### config.mk
export PLATFORM = sky130hd
export DESIGN_NAME = pipeline_hazard_ctrl_flat
export DESIGN_NICKNAME = d
export VERILOG_FILES = /design/src/rtl/pipeline_pkg.sv /design/src/rtl/pipeline_hazard_ctrl_if.sv /design/src/rtl/mdu_stall_counter.sv /design/src/rtl/pipeline_hazard_ctrl.sv /design/src/flat_wrapper.sv
export SDC_FILE = /design/constraint.sdc
export NUM_CORES = 1
export LEC_CHECK = 0
export CORE_MARGIN = 8
export CORE_UTILIZATION = 53
export CTS_CLUSTER_SIZE = 20
export DETAILED_ROUTE_END_ITERATION = 10
export HOLD_SLACK_MARGIN = 0.1
export PLACE_DENSITY = 0.85
export SETUP_SLACK_MARGIN = 0.4
export SYNTH_ARGS = -nofsm -noshare
export SYNTH_HDL_FRONTEND = slang
export SYNTH_HIERARCHICAL = 1
export SYNTH_SLANG_ARGS = --single-unit
export TNS_END_PERCENT = 5
### constraint.sdc
create_clock -name Clock -period 5.17 [get_ports Clock]
set_clock_uncertainty 0.2 [all_clocks]
set_input_delay 1.551 -clock Clock [delete_from_list [all_inputs] [get_ports Clock]]
set_output_delay 1.551 -clock Clock [all_outputs]
set_load 0.01 [all_outputs]
### src/rtl/pipeline_pkg.sv
// Shared types and constants for the pipeline hazard controller.
// State encoding, register-zero constant and counter widths.
package pipeline_pkg;

    typedef enum logic {
        ST_RUN      = 1'b0,
        ST_MDU_WAIT = 1'b1
    } state_e;

    localparam logic [4:0] REG_ZERO    = 5'd0;
    localparam int         STALL_CNT_W = 16;
    localparam int         MDU_CNT_W   = 4;

endpackage

### src/rtl/pipeline_hazard_ctrl_if.sv
// Bundle of hazard inputs from the datapath and stall/flush controls back to it.
// The datapath side is the master; the hazard controller is the slave.
interface pipeline_hazard_ctrl_if
    import pipeline_pkg::*;
#(
    parameter int REG_W = 5
);

    logic                   IDEX_MemRead;
    logic [REG_W-1:0]       IDEX_Rt;
    logic [REG_W-1:0]       IFID_Rs;
    logic [REG_W-1:0]       IFID_Rt;
    logic                   IFID_UsesRt;
    logic                   BranchTaken;
    logic                   MDU_Start;

    logic                   PCWrite;
    logic                   IFID_WriteEnable;
    logic                   IFID_Flush;
    logic                   IDEX_Flush;
    logic                   MDU_Busy;
    logic [STALL_CNT_W-1:0] StallCycles;

    modport master (
        output IDEX_MemRead, IDEX_Rt, IFID_Rs, IFID_Rt, IFID_UsesRt, BranchTaken, MDU_Start,
        input  PCWrite, IFID_WriteEnable, IFID_Flush, IDEX_Flush, MDU_Busy, StallCycles
    );

    modport slave (
        input  IDEX_MemRead, IDEX_Rt, IFID_Rs, IFID_Rt, IFID_UsesRt, BranchTaken, MDU_Start,
        output PCWrite, IFID_WriteEnable, IFID_Flush, IDEX_Flush, MDU_Busy, StallCycles
    );

endinterface

### src/rtl/mdu_stall_counter.sv
// Down-counter that times the front-end freeze after a mult/div issues.
// 'last' flags the final stall cycle so the FSM can return to RUN.
module mdu_stall_counter
    import pipeline_pkg::*;
(
    input  logic                 Clock,
    input  logic                 Reset,
    input  logic                 load,
    input  logic [MDU_CNT_W-1:0] value,
    input  logic                 decrement,
    output logic                 last,
    output logic                 busy
);

    logic [MDU_CNT_W-1:0] cnt_q;
    logic [MDU_CNT_W-1:0] cnt_d;

    always_comb begin
        cnt_d = cnt_q;
        if (load) begin
            cnt_d = value;
        end else if (decrement && (cnt_q != '0)) begin
            cnt_d = cnt_q - MDU_CNT_W'(1);
        end
    end

    always_ff @(posedge Clock or posedge Reset) begin
        if (Reset) begin
            cnt_q <= '0;
        end else begin
            cnt_q <= cnt_d;
        end
    end

    assign last = (cnt_q == MDU_CNT_W'(1));
    assign busy = (cnt_q != '0);

endmodule

### src/rtl/pipeline_hazard_ctrl.sv
// Hazard and stall sequencer: load-use stall, mult/div front-end freeze,
// branch flush of IF/ID, and a saturating stall-cycle counter.
module pipeline_hazard_ctrl
    import pipeline_pkg::*;
#(
    parameter int MDU_LATENCY = 4,
    parameter int REG_W       = 5
) (
    input  logic                   Clock,
    input  logic                   Reset,
    pipeline_hazard_ctrl_if.slave  hz
);

    state_e                 state_q;
    state_e                 state_d;
    logic [STALL_CNT_W-1:0] stall_q;
    logic [STALL_CNT_W-1:0] stall_d;

    logic lu;
    logic mdu_load;
    logic mdu_dec;
    logic mdu_last;
    logic mdu_cnt_busy;
    logic pc_write;
    logic ifid_we;
    logic ifid_flush;
    logic idex_flush;
    logic mdu_busy;

    assign lu = hz.IDEX_MemRead
              & (hz.IDEX_Rt != REG_W'(REG_ZERO))
              & ((hz.IDEX_Rt == hz.IFID_Rs) | (hz.IFID_UsesRt & (hz.IDEX_Rt == hz.IFID_Rt)));

    mdu_stall_counter u_mdu_cnt (
        .Clock     (Clock),
        .Reset     (Reset),
        .load      (mdu_load),
        .value     (MDU_CNT_W'(MDU_LATENCY)),
        .decrement (mdu_dec),
        .last      (mdu_last),
        .busy      (mdu_cnt_busy)
    );

    always_comb begin
        state_d    = state_q;
        pc_write   = 1'b1;
        ifid_we    = 1'b1;
        ifid_flush = 1'b0;
        idex_flush = 1'b0;
        mdu_busy   = 1'b0;
        mdu_load   = 1'b0;
        mdu_dec    = 1'b0;

        case (state_q)
            ST_RUN: begin
                // A load-use stall wins: the ID operands are stale, so branch and MDU decode are ignored.
                if (lu) begin
                    pc_write   = 1'b0;
                    ifid_we    = 1'b0;
                    idex_flush = 1'b1;
                end else begin
                    ifid_flush = hz.BranchTaken;
                    if (hz.MDU_Start && (MDU_LATENCY > 0)) begin
                        state_d  = ST_MDU_WAIT;
                        mdu_load = 1'b1;
                    end
                end
            end
            ST_MDU_WAIT: begin
                pc_write   = 1'b0;
                ifid_we    = 1'b0;
                idex_flush = 1'b1;
                mdu_busy   = 1'b1;
                mdu_dec    = 1'b1;
                // An empty counter here can only mean corruption; leave rather than hang.
                if (mdu_last || !mdu_cnt_busy) begin
                    state_d = ST_RUN;
                end
            end
            default: begin
                state_d = ST_RUN;
            end
        endcase

        if (Reset) begin
            pc_write   = 1'b0;
            ifid_we    = 1'b0;
            ifid_flush = 1'b1;
            idex_flush = 1'b1;
            mdu_busy   = 1'b0;
        end
    end

    always_comb begin
        stall_d = stall_q;
        if (!pc_write && (stall_q != {STALL_CNT_W{1'b1}})) begin
            stall_d = stall_q + STALL_CNT_W'(1);
        end
    end

    always_ff @(posedge Clock or posedge Reset) begin
        if (Reset) begin
            state_q <= ST_RUN;
            stall_q <= '0;
        end else begin
            state_q <= state_d;
            stall_q <= stall_d;
        end
    end

    assign hz.PCWrite          = pc_write;
    assign hz.IFID_WriteEnable = ifid_we;
    assign hz.IFID_Flush       = ifid_flush;
    assign hz.IDEX_Flush       = idex_flush;
    assign hz.MDU_Busy         = mdu_busy;
    assign hz.StallCycles      = stall_q;

endmodule
### src/flat_wrapper.sv
// flat-port wrapper written by rule: the top's interface ports become plain ports
module pipeline_hazard_ctrl_flat import pipeline_pkg::*;
#(
    parameter int MDU_LATENCY = 4,
    parameter int REG_W       = 5
)
  (Clock, Reset, hz_IDEX_MemRead, hz_IDEX_Rt, hz_IFID_Rs, hz_IFID_Rt, hz_IFID_UsesRt, hz_BranchTaken, hz_MDU_Start, hz_PCWrite, hz_IFID_WriteEnable, hz_IFID_Flush, hz_IDEX_Flush, hz_MDU_Busy, hz_StallCycles);
  pipeline_hazard_ctrl_if #(.REG_W(REG_W)) hz_i ();
  input  logic Clock;
  input  logic Reset;
  input wire logic [$bits(hz_i.IDEX_MemRead)-1:0] hz_IDEX_MemRead;
  input wire logic [$bits(hz_i.IDEX_Rt)-1:0] hz_IDEX_Rt;
  input wire logic [$bits(hz_i.IFID_Rs)-1:0] hz_IFID_Rs;
  input wire logic [$bits(hz_i.IFID_Rt)-1:0] hz_IFID_Rt;
  input wire logic [$bits(hz_i.IFID_UsesRt)-1:0] hz_IFID_UsesRt;
  input wire logic [$bits(hz_i.BranchTaken)-1:0] hz_BranchTaken;
  input wire logic [$bits(hz_i.MDU_Start)-1:0] hz_MDU_Start;
  output wire logic [$bits(hz_i.PCWrite)-1:0] hz_PCWrite;
  output wire logic [$bits(hz_i.IFID_WriteEnable)-1:0] hz_IFID_WriteEnable;
  output wire logic [$bits(hz_i.IFID_Flush)-1:0] hz_IFID_Flush;
  output wire logic [$bits(hz_i.IDEX_Flush)-1:0] hz_IDEX_Flush;
  output wire logic [$bits(hz_i.MDU_Busy)-1:0] hz_MDU_Busy;
  output wire logic [$bits(hz_i.StallCycles)-1:0] hz_StallCycles;
  assign hz_i.IDEX_MemRead = hz_IDEX_MemRead;
  assign hz_i.IDEX_Rt = hz_IDEX_Rt;
  assign hz_i.IFID_Rs = hz_IFID_Rs;
  assign hz_i.IFID_Rt = hz_IFID_Rt;
  assign hz_i.IFID_UsesRt = hz_IFID_UsesRt;
  assign hz_i.BranchTaken = hz_BranchTaken;
  assign hz_i.MDU_Start = hz_MDU_Start;
  assign hz_PCWrite = hz_i.PCWrite;
  assign hz_IFID_WriteEnable = hz_i.IFID_WriteEnable;
  assign hz_IFID_Flush = hz_i.IFID_Flush;
  assign hz_IDEX_Flush = hz_i.IDEX_Flush;
  assign hz_MDU_Busy = hz_i.MDU_Busy;
  assign hz_StallCycles = hz_i.StallCycles;
  pipeline_hazard_ctrl #(.MDU_LATENCY(MDU_LATENCY), .REG_W(REG_W)) u_core (.Clock(Clock), .Reset(Reset), .hz(hz_i));
endmodule
==> impl_metrics.tcl <==
set metrics [dict create \
    fmax_ghz 0.2107 \
    final_period_utilization_pct 91.82 \
    cts.sinks 21 \
    synth_top_cell_by_area "dfrtp_1" \
    cts.htree.levels 1 \
    totalWireLength_mm 4.895 \
    critPathRequiredTime_ns 3.42 \
    dr_total_vias 1748 \
    proportion_of_total_power_due_to_net_switching_pct 41.50 \
    yosys_most_used_dff "dfrtp_1" \
    pwr-share-clk_pct 10.6 \
    worstPathArrival_ns 3.00 \
    cts_root_buffer "clkbuf_4" \
    rd_place_congestion 0.8957 \
    core_region_area_um2 3053 \
    max-slew-margin-rel_pct 50.25 \
    drive_gt1_share_pct 20.25 \
    synth-async-reset-ratio_pct 100.0 \
    setup_total_negative_slack_ns 0 \
    floorplan.initialDensity_pct 55.90 \
    tritoncts_clock_tree "done" \
    placed_area_um2 2237 \
    power_mw 0.7858 \
    power.leakage_nw 0.9102 \
    final_net_count 267 \
    floorplan.die.width_um 72.75 \
    io_pins 42 \
    drt_pass_1_iters 5 \
    post_synth_num_cell_types 57 \
    outcome "finished, final reports clean" \
    power.sequential.fraction_pct 36.0 \
    power.share.combinational_pct 53.4 \
    timing.hold.worst.class "flop to flop" \
    synth_enable_flop_cells 0 \
    critical_path_class "input port to output pin" \
    grt_pass1_vias 1706 \
    post_synthesis_cell_count 189 \
    synthesis.yosys.warnings 6 \
    wl_per_cell_um 17.12 \
    finalSetupViolations 0 \
    critical-path-max-stage-delay_ns 0.48 \
    sequence_of_cells_on_the_critical_path "clkdlybuf4s50_1 > xnor2_1 > nand4_1 > or2_4 > a21oi_4 > nor3_2 > buf_2" \
    rsz0062_at_grt "false" \
    hold_viol_final 0 \
    clock_tree.buffer_depth 2 \
    yosysTopAreaCellShare_pct 30.79 \
    post-dp-hpwl_mm 3.738 \
    first_pass_grt_wire_length_mm 8.128 \
    power_per_standard_cell_area_nw_per_um2 345.1 \
    critical-path-slowest-cell "clkdlybuf4s50_1" \
    final_design_area_no_fill_um2 2277 \
    number_of_pins_with_negative_max_slew_slack_in_the_final_report 0 \
    worst_setup_path_end_kind "output pin" \
    grt-ovfl-total 0 \
    drt-initial-drc-count 213 \
    worstSkewPairLatency_ns 0.31 \
    post_synth_instance_area_um2 1707 \
    area.growth.synth_to_final_pct 33.43 \
    post_synth_main_area_contributors "dfrtp_1, xnor2_1, o2111ai_1" \
    std_cell_rows 20 \
    synthesis.area_per_instance_um2 9.030 \
    net-switching-power_mw 0.3261 \
    drt-vias-per-instance 6.112 \
    sequential_to_total_area_share_from_yosys_stat_pct 30.79 \
    post-route-drc-count 0 \
    design.die.area_um2 5292 \
    dpl_worst_slack_ns -0.1710 \
    buffer_ports.inserted 41 \
    max_slew.worst_pin.slew_ns 0.7413 \
    least_setup_slack_across_all_paths_after_layout_ns 0.4228 \
    worstSetupStartpointType "input port" \
    max-cap-violations 0 \
    cts.clk_slew.worst_paths_ns 0.13 \
    critical_path.max_fanout 3 \
    die_h_um 72.75 \
    cts_made_buffers 3 \
    p_int_mw 0.4597 \
    grt_start_max_net_pins 18 \
    grt_usage_pct 18.66 \
    irDropWorstVdd_mv 0.2437 \
    number_of_antenna_violations_at_the_first_check_in_global_routing 0 \
    finalCriticalPeriod_ns 4.747 \
    ys_ff_latch 21 \
    count_of_inserted_antenna_diode_cells 0 \
    number_of_hold_buffers_added_after_cts 0 \
    finalCoreUtilization_pct 74.59 \
    antenna_left 0 \
]
[power groups by stage]
stage,Combinational [mW],Sequential (mW),Clock (mW)
2_1_floorplan,0.266,0.282,0
3_3_place_gp,0.405,0.278,0
3_5_place_dp,0.426,0.285,0
4_1_cts,0.424,0.282,0.0838
5_1_grt,0.459,0.293,0.0911
6_report,0.420,0.283,0.0831
[through the flow]
stage	hold WS (ns)	std cells
global placement	0.3051	281
CTS	0.3480	286
detailed placement	0.3233	281
floorplan	0.3310	191
global route	0.3732	286
finish	0.3499	286
[routing by layer]
layer	routed length (µm)	global-route usage, %
met5	0	0
met1	1956	21.61
met4	85	7.111
met3	240	3.434
met2	2613	32.90
[synthesized netlist by cell type, types with 3 or more instances]
| cell | instances |
|---|---|
| dfrtp_1 | 21 |
| nand2_1 | 12 |
| nand3_1 | 8 |
| nand4_1 | 7 |
| nor2_1 | 7 |
| nor4_1 | 7 |
| o21ai_0 | 7 |
| xnor2_1 | 7 |
| and2_1 | 6 |
| nor3_1 | 6 |
| o2111ai_1 | 6 |
| a22o_1 | 5 |
| o2bb2ai_1 | 5 |
| xor2_1 | 5 |
| a211oi_1 | 4 |
| clkbuf_1 | 4 |
| inv_1 | 4 |
| nand3b_1 | 4 |
| a21oi_1 | 3 |
| and2_2 | 3 |
| and3_2 | 3 |
| buf_2 | 3 |
| buf_4 | 3 |
| ha_1 | 3 |
| nand2b_1 | 3 |
| nor3b_1 | 3 |
| o211ai_1 | 3 |
[state kept, by name, summed over array words and instances, names as in the netlist]
name	count
u_core/u_mdu_cnt/cnt_q	4
u_core/hz.StallCycles	16
u_core/state_q	1
[worst max-delay path: cells and delay by family]
kind	cells	cell delay, ns
compound gates	1	0.17
xor+xnor	1	0.13
buf+inv	2	0.64
simple gates	3	0.49
[cells in the final DEF (no fill, tap or decap), types with 3 or more instances in the layout]
cell type	n
clkbuf_4	3
conb_1	4
dfrtp_1	21
nand3_1	8
nand4_1	7
nor4_1	7
nor2_1	6
a22o_1	5
nor3b_1	3
buf_4	18
and2_2	3
nand2_1	12
dlygate4sd2_1	4
o2111ai_1	6
nand2b_1	3
xor2_1	5
nor3_1	4
nand3b_1	4
buf_2	4
o21ai_0	6
o211ai_1	3
inv_1	4
clkdlybuf4s50_1	31
o2bb2ai_1	5
a211oi_1	4
and3_2	3
xnor2_1	7
ha_1	3
and2_1	6
[final timing paths]
path / slack, ns / end / start / cells after the start
setup / recovery: 0.42 / hz_PCWrite / hz_IFID_Rt[1] / 7
hold / removal: 0.35 / u_core/hz.StallCycles[0] / u_core/hz.StallCycles[0] / 1
setup reg to reg: 2.93 / u_core/hz.StallCycles[13] / u_core/hz.StallCycles[2] / 5
hold reg to reg: 0.35 / u_core/hz.StallCycles[0] / u_core/hz.StallCycles[0] / 1
max in group asynchronous: 3.01 / u_core/hz.StallCycles[14] / Reset / 3
min in group asynchronous: 1.37 / u_core/u_mdu_cnt/cnt_q[1] / Reset / 2
[cells by family (layout without fill, tap and decap cells)]
logic type | count (synthesis) | after routing | share of synthesized area, %
flip-flops | 21 | 21 | 30.79
AND/OR/NAND/NOR | 85 | 85 | 31.01
XOR/XNOR | 12 | 12 | 6.158
adder cells (fa/ha/maj) | 3 | 3 | 2.200
AO/OA/AOI/OAI | 48 | 48 | 22.65
multiplexers | 2 | 2 | 1.466
buffers and inverters | 16 | 67 | 5.278
other | 2 | 4 | 0.4400
[final cells by class]
class	instances	area [µm²]
clock buffer	3	22.52
sequential	21	525.5
multi-input combinational	154	1129
tap	44	55.05
timing repair buffer	59	525.5
fill	238	775.7
clock inverter	1	5.005
inverter	4	15.01
[repair_timing]
action | CTS | global route
setup buffers | 1 | 0
gates resized for setup | 23 | 7
setup endpoints to repair | 4 | 4
pin swaps | 4 | 4
Power figures use the tool's default switching activity.
